**src/rtl/carry_propagate_adder_if.sv**
```systemverilog
// Operand/result bundle for carry_propagate_adder: the master drives operands,
// and the adder (slave) returns the registered result.
interface carry_propagate_adder_if #(
  parameter int unsigned WIDTH = 4
);
  logic             in_valid;
  logic [WIDTH-1:0] a;
  logic [WIDTH-1:0] b;
  logic             cin;
  logic [WIDTH-1:0] sum;
  logic             cout;
  logic             overflow;
  logic             out_valid;

  modport master (
    output in_valid, a, b, cin,
    input  sum, cout, overflow, out_valid
  );

  modport slave (
    input  in_valid, a, b, cin,
    output sum, cout, overflow, out_valid
  );
endinterface

```
**src/rtl/carry_propagate_adder.sv**
```systemverilog
// Ripple-carry adder: WIDTH chained full-adder cells feeding a single register
// stage that holds sum, carry-out and signed overflow.
module cpa_full_adder (
  input  logic i_a,
  input  logic i_b,
  input  logic i_c,
  output logic o_s,
  output logic o_c
);
  logic w_g;
  logic w_p;

  assign w_g = i_a & i_b;
  assign w_p = i_a ^ i_b;
  assign o_s = w_p ^ i_c;
  assign o_c = w_g | (w_p & i_c);
endmodule

module carry_propagate_adder #(
  parameter int unsigned WIDTH = 4
) (
  input logic                  clk,
  input logic                  rst_n,
  carry_propagate_adder_if.slave bus
);
  logic [WIDTH:0]   w_c;
  logic [WIDTH-1:0] w_s;
  logic             w_ovf;

  logic [WIDTH-1:0] r_sum;
  logic             r_cout;
  logic             r_overflow;
  logic             r_out_valid;

  assign w_c[0] = bus.cin;

  for (genvar i = 0; i < WIDTH; i++) begin : g_bit
    cpa_full_adder u_fa (
      .i_a (bus.a[i]),
      .i_b (bus.b[i]),
      .i_c (w_c[i]),
      .o_s (w_s[i]),
      .o_c (w_c[i+1])
    );
  end

  // Carry into the MSB differs from carry out of it exactly on signed overflow.
  assign w_ovf = w_c[WIDTH] ^ w_c[WIDTH-1];

  always_ff @(posedge clk or negedge rst_n) begin
    if (!rst_n) begin
      r_sum       <= '0;
      r_cout      <= 1'b0;
      r_overflow  <= 1'b0;
      r_out_valid <= 1'b0;
    end else begin
      r_out_valid <= bus.in_valid;
      if (bus.in_valid) begin
        r_sum      <= w_s;
        r_cout     <= w_c[WIDTH];
        r_overflow <= w_ovf;
      end
    end
  end

  assign bus.sum       = r_sum;
  assign bus.cout      = r_cout;
  assign bus.overflow  = r_overflow;
  assign bus.out_valid = r_out_valid;
endmodule

```
**src/flat_wrapper.sv**
```systemverilog
// flat-port wrapper written by rule: the top's interface ports become plain ports
module carry_propagate_adder_flat 
#(
  parameter int unsigned WIDTH = 4
)
  (clk, rst_n, bus_in_valid, bus_a, bus_b, bus_cin, bus_sum, bus_cout, bus_overflow, bus_out_valid);
  carry_propagate_adder_if #(.WIDTH(WIDTH)) bus_i ();
  input logic clk;
  input logic rst_n;
  input wire logic [$bits(bus_i.in_valid)-1:0] bus_in_valid;
  input wire logic [$bits(bus_i.a)-1:0] bus_a;
  input wire logic [$bits(bus_i.b)-1:0] bus_b;
  input wire logic [$bits(bus_i.cin)-1:0] bus_cin;
  output wire logic [$bits(bus_i.sum)-1:0] bus_sum;
  output wire logic [$bits(bus_i.cout)-1:0] bus_cout;
  output wire logic [$bits(bus_i.overflow)-1:0] bus_overflow;
  output wire logic [$bits(bus_i.out_valid)-1:0] bus_out_valid;
  assign bus_i.in_valid = bus_in_valid;
  assign bus_i.a = bus_a;
  assign bus_i.b = bus_b;
  assign bus_i.cin = bus_cin;
  assign bus_sum = bus_i.sum;
  assign bus_cout = bus_i.cout;
  assign bus_overflow = bus_i.overflow;
  assign bus_out_valid = bus_i.out_valid;
  carry_propagate_adder #(.WIDTH(WIDTH)) u_core (.clk(clk), .rst_n(rst_n), .bus(bus_i));
endmodule
```
**config.mk**
```make
export PLATFORM = sky130hd
export DESIGN_NAME = carry_propagate_adder_flat
export DESIGN_NICKNAME = d
export VERILOG_FILES = /design/src/rtl/carry_propagate_adder_if.sv /design/src/rtl/carry_propagate_adder.sv /design/src/flat_wrapper.sv
export SDC_FILE = /design/constraint.sdc
export NUM_CORES = 1
export LEC_CHECK = 0
export CAP_MARGIN = 15
export CORE_AREA = 8 8 45 47
export CTS_CLUSTER_SIZE = 10
export DETAILED_ROUTE_END_ITERATION = 7
export DIE_AREA = 0 0 53 55
export HOLD_SLACK_MARGIN = 0.08
export PLACE_DENSITY_LB_ADDON = 0.08
export SETUP_SLACK_MARGIN = 0.3
export SLEW_MARGIN = 20
export SYNTH_ARGS = -nofsm -noshare
export SYNTH_HDL_FRONTEND = slang
export SYNTH_SLANG_ARGS = --single-unit
```
**constraint.sdc**
```tcl
create_clock -name clk -period 1.6 [get_ports clk]
set_input_delay 0.24 -clock clk [delete_from_list [all_inputs] [get_ports clk]]
set_output_delay 0.24 -clock clk [all_outputs]
set_load 0.01 [all_outputs]
```
==> out/results.tsv, run 1 <==
metric	value	unit
CTS H-tree depth	1	
Detailed Route Iter0 Violations	1	
clock sink count	7	
largest family of logic cells by synthesized area	adder cells	
setup violators final	3	
Compound-Gate Fraction of Synth Area	2.65	%
vias in the first global route	352	
Yosys cell types	9	
RSZ-0062 raised after global routing	yes	
initial antenna violation count	0	
syn nets	45	
relative slew slack	78.5	%
Startpoint Class	input pin	
Finished Cell Area	654	um^2
synthesized instance count	29	
PD cells	896	nW/um^2
crit path max fanout	2	
CTS hold repair buffers	0	
Avg Inst Size Synth	13.0	um^2
Starting Density	27.3	%
# IOs	19	
gr ovfl total	0	
Core Rows	14	
commonest non-fill, non-tap cell in the layout	dlygate4sd2_1	
Netlist Area Pre-Place	378	um^2
Max VDD drop	419	uV
max_cap viols	0	
total iterations of the first detailed-routing run	2	
r2r worst-path depth	1	
simple logic cell fraction of the synthesized area	1.99	%
Core Area	1380	um^2
die area	2920	um^2
fillcell total	134	
clk buf depth	2	
crit share post-route	115	%
largest net degree at the start of global routing	10	
Slew Viols, Final	0	
IO Port Bufs	18	
Critical Path AT	1.97	ns
latest clock arrival within the worst-skew pair	0.24	ns
multiplexer share of the synthesized area	14.6	%
FF-to-FF Start	u_core.bus.overflow	
share of the yosys chip area belonging to registers	46.4	%
Ys Warns	0	
Final Hold Vio Count	0	
drt total wl	904	um
Worst Setup End Kind	flop	
CTS buffer count	3	
failing checks	negative setup slack	
Area after DPL	599	um^2
Hold Path Class	input pin to async pin	
clk_skew	0	ns
WL per Instance	12.9	um
f_max	0.544	GHz
most frequent cells in the layout	dlygate4sd2_1, dfrtp_1, clkdlybuf4s50_1, fa_2, buf_4	
DIE HEIGHT	55	um
final net count	71	
Total GRT Usage	6.95	%
final period demand of the worst path	1.84	ns
remaining routing DRC violations	0	
hpwl dp	717	um
reg-to-reg setup timing slack	0.83	ns
FF-to-FF End	u_core.bus.overflow	
CTS tree	built	
pre-CTS setup slack	-1.05	ns
status	finished, violations left	
synthesized flop and latch total	7	
Die X	53	um
Worst Max-Slew Pin Slew	0.322	ns
layout cells sized above 1	46.3	%
P&R area growth vs syn	73.2	%
CTS root buffer	clkbuf_4	
Data required, critical path	1.73	ns
Pleak	0.315	nW
# diodes	0	
Routability Congestion	0.718	
Synth Area in Adders	21.2	%
via count of the routed design	279	
first-pass GRT wire length	1440	um
Setup WS post-layout	-0.239	ns
remaining antenna violation count	0	
post-synthesis xor/xnor area fraction	2.32	%
Setup CP Type	input pin to flop	
vias per cell	3.99	
clk slew on worst S/H paths	0.05	ns
[synthesized netlist by cell type, drive strengths merged]
cell type	count	area [um^2]
fa	4	80.1
mux2i	1	10.0
inv	8	30.0
buf	1	11.3
nor2	2	7.51
mux2	3	45.0
a21oi	2	10.0
dfrtp	7	175
xnor2	1	8.76
[worst max-delay path by stage]
| stage | to | from |
|---|---|---|
| 5_1_grt | u_core.bus.overflow | bus_cin |
| 4_1_cts | u_core.bus.overflow | bus_cin |
| 3_5_place_dp | u_core.bus.overflow | bus_a[0] |
| 6_report | u_core.bus.overflow | bus_cin |
| 3_3_place_gp | u_core.bus.overflow | bus_a[0] |
| 2_1_floorplan | u_core.bus.overflow | bus_a[0] |
[logic make-up after synthesis]
family | after synthesis
AND/OR/NAND/NOR | 2
XOR/XNOR | 1
buffers and inverters | 9
flip-flops | 7
multiplexers | 4
adder cells (fa/ha/maj) | 4
AO/OA/AOI/OAI | 2
[sequential cells by signal (all words and copies together) (netlist names)]
signal / count
u_core.bus.sum: 4
u_core.bus.out_valid: 1
u_core.bus.overflow: 1
u_core.bus.cout: 1
[routing by layer]
layer	part of all wire, %	vias up	track usage [%]
met5	0	-	0
met4	0	0	2.59
met3	9.6	0	5.08
met2	55	9	11.5
met1	35	136	6.56
li1	-	134	-
[final cells by class]
type	count	area (um^2)	area share, %
Tap cell	16	20.0	3.06
Clock buffer	4	26.3	4.02
Sequential cell	7	175	26.8
Timing Repair Buffer	22	206	31.5
Inverter	8	40.0	6.12
Multi-Input combinational cell	13	186	28.5
[stage by stage]
stage | total power [mW] | setup TNS [ns] | util (%) | std cells | hold WS, ns
2_1_floorplan | 0.318 | -0.864 | - | 29 | -0.0556
3_3_place_gp | 0.430 | -3.79 | 43.3 | 64 | 0.500
3_5_place_dp | 0.437 | -3.94 | 43.3 | 64 | 0.497
4_1_cts | 0.587 | -0.394 | 45.0 | 68 | 0.268
5_1_grt | 0.631 | -0.554 | 47.3 | 70 | 0.281
6_report | 0.586 | -0.450 | 47.3 | 70 | 0.254
[critical path: stages]
cell     delay, ns
buf_8         0.07
inv_4         0.03
fa_2          0.37
inv_2         0.06
fa_2          0.18
fa_2          0.21
inv_2         0.04
fa_2          0.37
xnor2_2       0.14
mux2_4        0.25
[where the power goes]
part / internal, mW / switching [mW]
registers: 0.209 / 0.0154
clock network: 0.0952 / 0.0653
logic: 0.120 / 0.0813
total: 0.424 / 0.162
[timing repair]
action                                  4_1_cts  5_1_grt
setup buffers                                 0        2
endpoints found under the setup margin       13        5
resized for setup                            26        4
pin swaps                                     5        1
(Power assumes the default switching activity.)
==> run 2, diff against run 1 <==
clock period = 1.9 ns   (was 1.6 ns; I/O delays follow)
==> run 2 against run 1 <==
Against the previous run:
- global-route usage fell by 0.22 points
- worst hold slack gained 0.044 ns
- final cell count shrank 2.9%
- critical path depth is the same
- via count shrank 1.8%
- total power down 15%
- register-to-register slack improved by 0.31 ns
- count of clock-buffer cells in the layout stayed put
- the run now ends clean
- sequential cell count is the same
- worst setup slack better by 0.27 ns
- first-iteration DRC count shrank 100%
- clock skew unchanged
==> out/results.tsv, run 2 (synthesized netlist as in run 1, its figures left out) <==
metric	value	unit
max_cap viols	0	
Detailed Route Iter0 Violations	0	
hpwl dp	705	um
WL per Instance	12.3	um
Core Area	1380	um^2
Slew Viols, Final	0	
Total GRT Usage	6.73	%
setup violators final	0	
Crit path max-delay family	adder cells	
largest net degree at the start of global routing	10	
most frequent cells in the layout	clkdlybuf4s50_1, dfrtp_1, inv_2, fa_2	
Starting Density	27.3	%
P&R area growth vs syn	67.9	%
# diodes	0	
vias in the first global route	336	
DIE HEIGHT	55	um
Finished Cell Area	634	um^2
Routability Congestion	0.706	
CP Cell Sequence	buf_8 > inv_8 > fa_2 > inv_2 > fa_2 > fa_2 > inv_2 > fa_2 > xnor2_1 > mux2_4	
latest clock arrival within the worst-skew pair	0.24	ns
fillcell total	130	
f_max	0.536	GHz
clk buf depth	2	
clk_skew	0	ns
CP max-delay cell	fa_2	
CTS root buffer	clkbuf_4	
final net count	69	
crit share post-route	98.1	%
Startpoint Class	input pin	
Hold Path Class	input pin to async pin	
crit path buf inv count	4	
crit path max fanout	2	
max reg flops	4	
Setup CP Type	input pin to flop	
# IOs	19	
Hold Slack	0.298	ns
total iterations of the first detailed-routing run	1	
CTS H-tree depth	1	
PD cells	789	nW/um^2
Data required, critical path	2.03	ns
final period demand of the worst path	1.86	ns
CP peak stage delay	0.37	ns
Final Hold Vio Count	0	
Core Rows	14	
status	finished clean	
relative slew slack	70.2	%
Worst Setup End Kind	flop	
CTS tree	built	
Die X	53	um
commonest non-fill, non-tap cell in the layout	clkdlybuf4s50_1	
clock sink count	7	
Critical Path AT	1.99	ns
via count of the routed design	274	
RSZ-0062 raised after global routing	yes	
first-pass GRT wire length	1390	um
remaining routing DRC violations	0	
drt total wl	835	um
gr ovfl total	0	
met1 Use GR	6.08	%
met2 Usage GRT	11.9	%
clk slew on worst S/H paths	0.05	ns
layout cells sized above 1	40.4	%
CTS buffer count	3	
Max VDD drop	416	uV
initial antenna violation count	0	
remaining antenna violation count	0	
most repeated library cell on the critical path	fa_2	
overall power	0.500	mW
Worst Max-Slew Pin Slew	0.446	ns
vias per cell	4.03	
die area	2920	um^2
Area after DPL	592	um^2
GR peak layer	met2	
Finished Core Util	45.8	%
IO Port Bufs	18	
Pleak	0.291	nW
met3 Usage GRT	4.28	%
-- run 2: what timing repair did --
| item | 4_1_cts | 5_1_grt |
|---|---|---|
| pin swaps | 6 | 0 |
| endpoints found under the setup margin | 5 | 4 |
| setup buffers | 1 | 0 |
| hold endpoints to repair | 0 | 0 |
| gates resized for setup | 20 | 0 |
| hold buffers | 0 | 0 |
-- run 2: per-layer routing --
layer	vias up	wire, um
li1	132	-
met1	133	293
met2	9	447
met3	0	94
met4	0	0
met5	-	0
-- run 2: report_power, final --
group	internal (mW)	switching, mW	total (mW)
Combinational	0.112	0.0638	0.176
Sequential	0.176	0.0143	0.190
Clock	0.0801	0.0537	0.134
-- run 2: final timing paths --
kind,from,endpoint,slack (ns),depth (start not counted)
max reg2reg,u_core.bus.overflow,u_core.bus.overflow,1.14,1
max,bus_a[0],u_core.bus.overflow,0.04,10
min reg2reg,u_core.bus.sum[1],u_core.bus.sum[1],0.52,1
max in group asynchronous,rst_n,u_core.bus.cout,1.36,1
min,rst_n,u_core.bus.sum[1],0.30,1
min in group clk,bus_b[0],u_core.bus.sum[0],0.47,4
-- run 2: area by class of cell --
| cell class | instances | area (um^2) | share of cell area [%] |
|---|---|---|---|
| inverters | 8 | 37.5 | 5.92 |
| flip-flops and latches | 7 | 175 | 27.6 |
| repair buffers | 20 | 200 | 31.6 |
| clock buffers | 4 | 26.3 | 4.14 |
| well taps | 16 | 20.0 | 3.16 |
| multi-input cells | 13 | 175 | 27.6 |
-- run 2: metrics by stage --
step | setup WS [ns] | setup TNS (ns) | std cells
after floorplan | -0.127 | -0.179 | 29
after global placement | -0.754 | -2.52 | 63
after detailed placement | -0.789 | -2.68 | 63
after CTS | 0.0327 | 0 | 68
after global routing | -0.0153 | -0.0153 | 68
final | 0.0357 | 0 | 68
==> run 3, diff against run 2 <==
SKIP_LAST_GASP = 1   (was default)
SLEW_MARGIN = default   (was 20)
==> results of run 3 <==
Same layout as run 2: the final DEF is identical, and so are final timing and power.
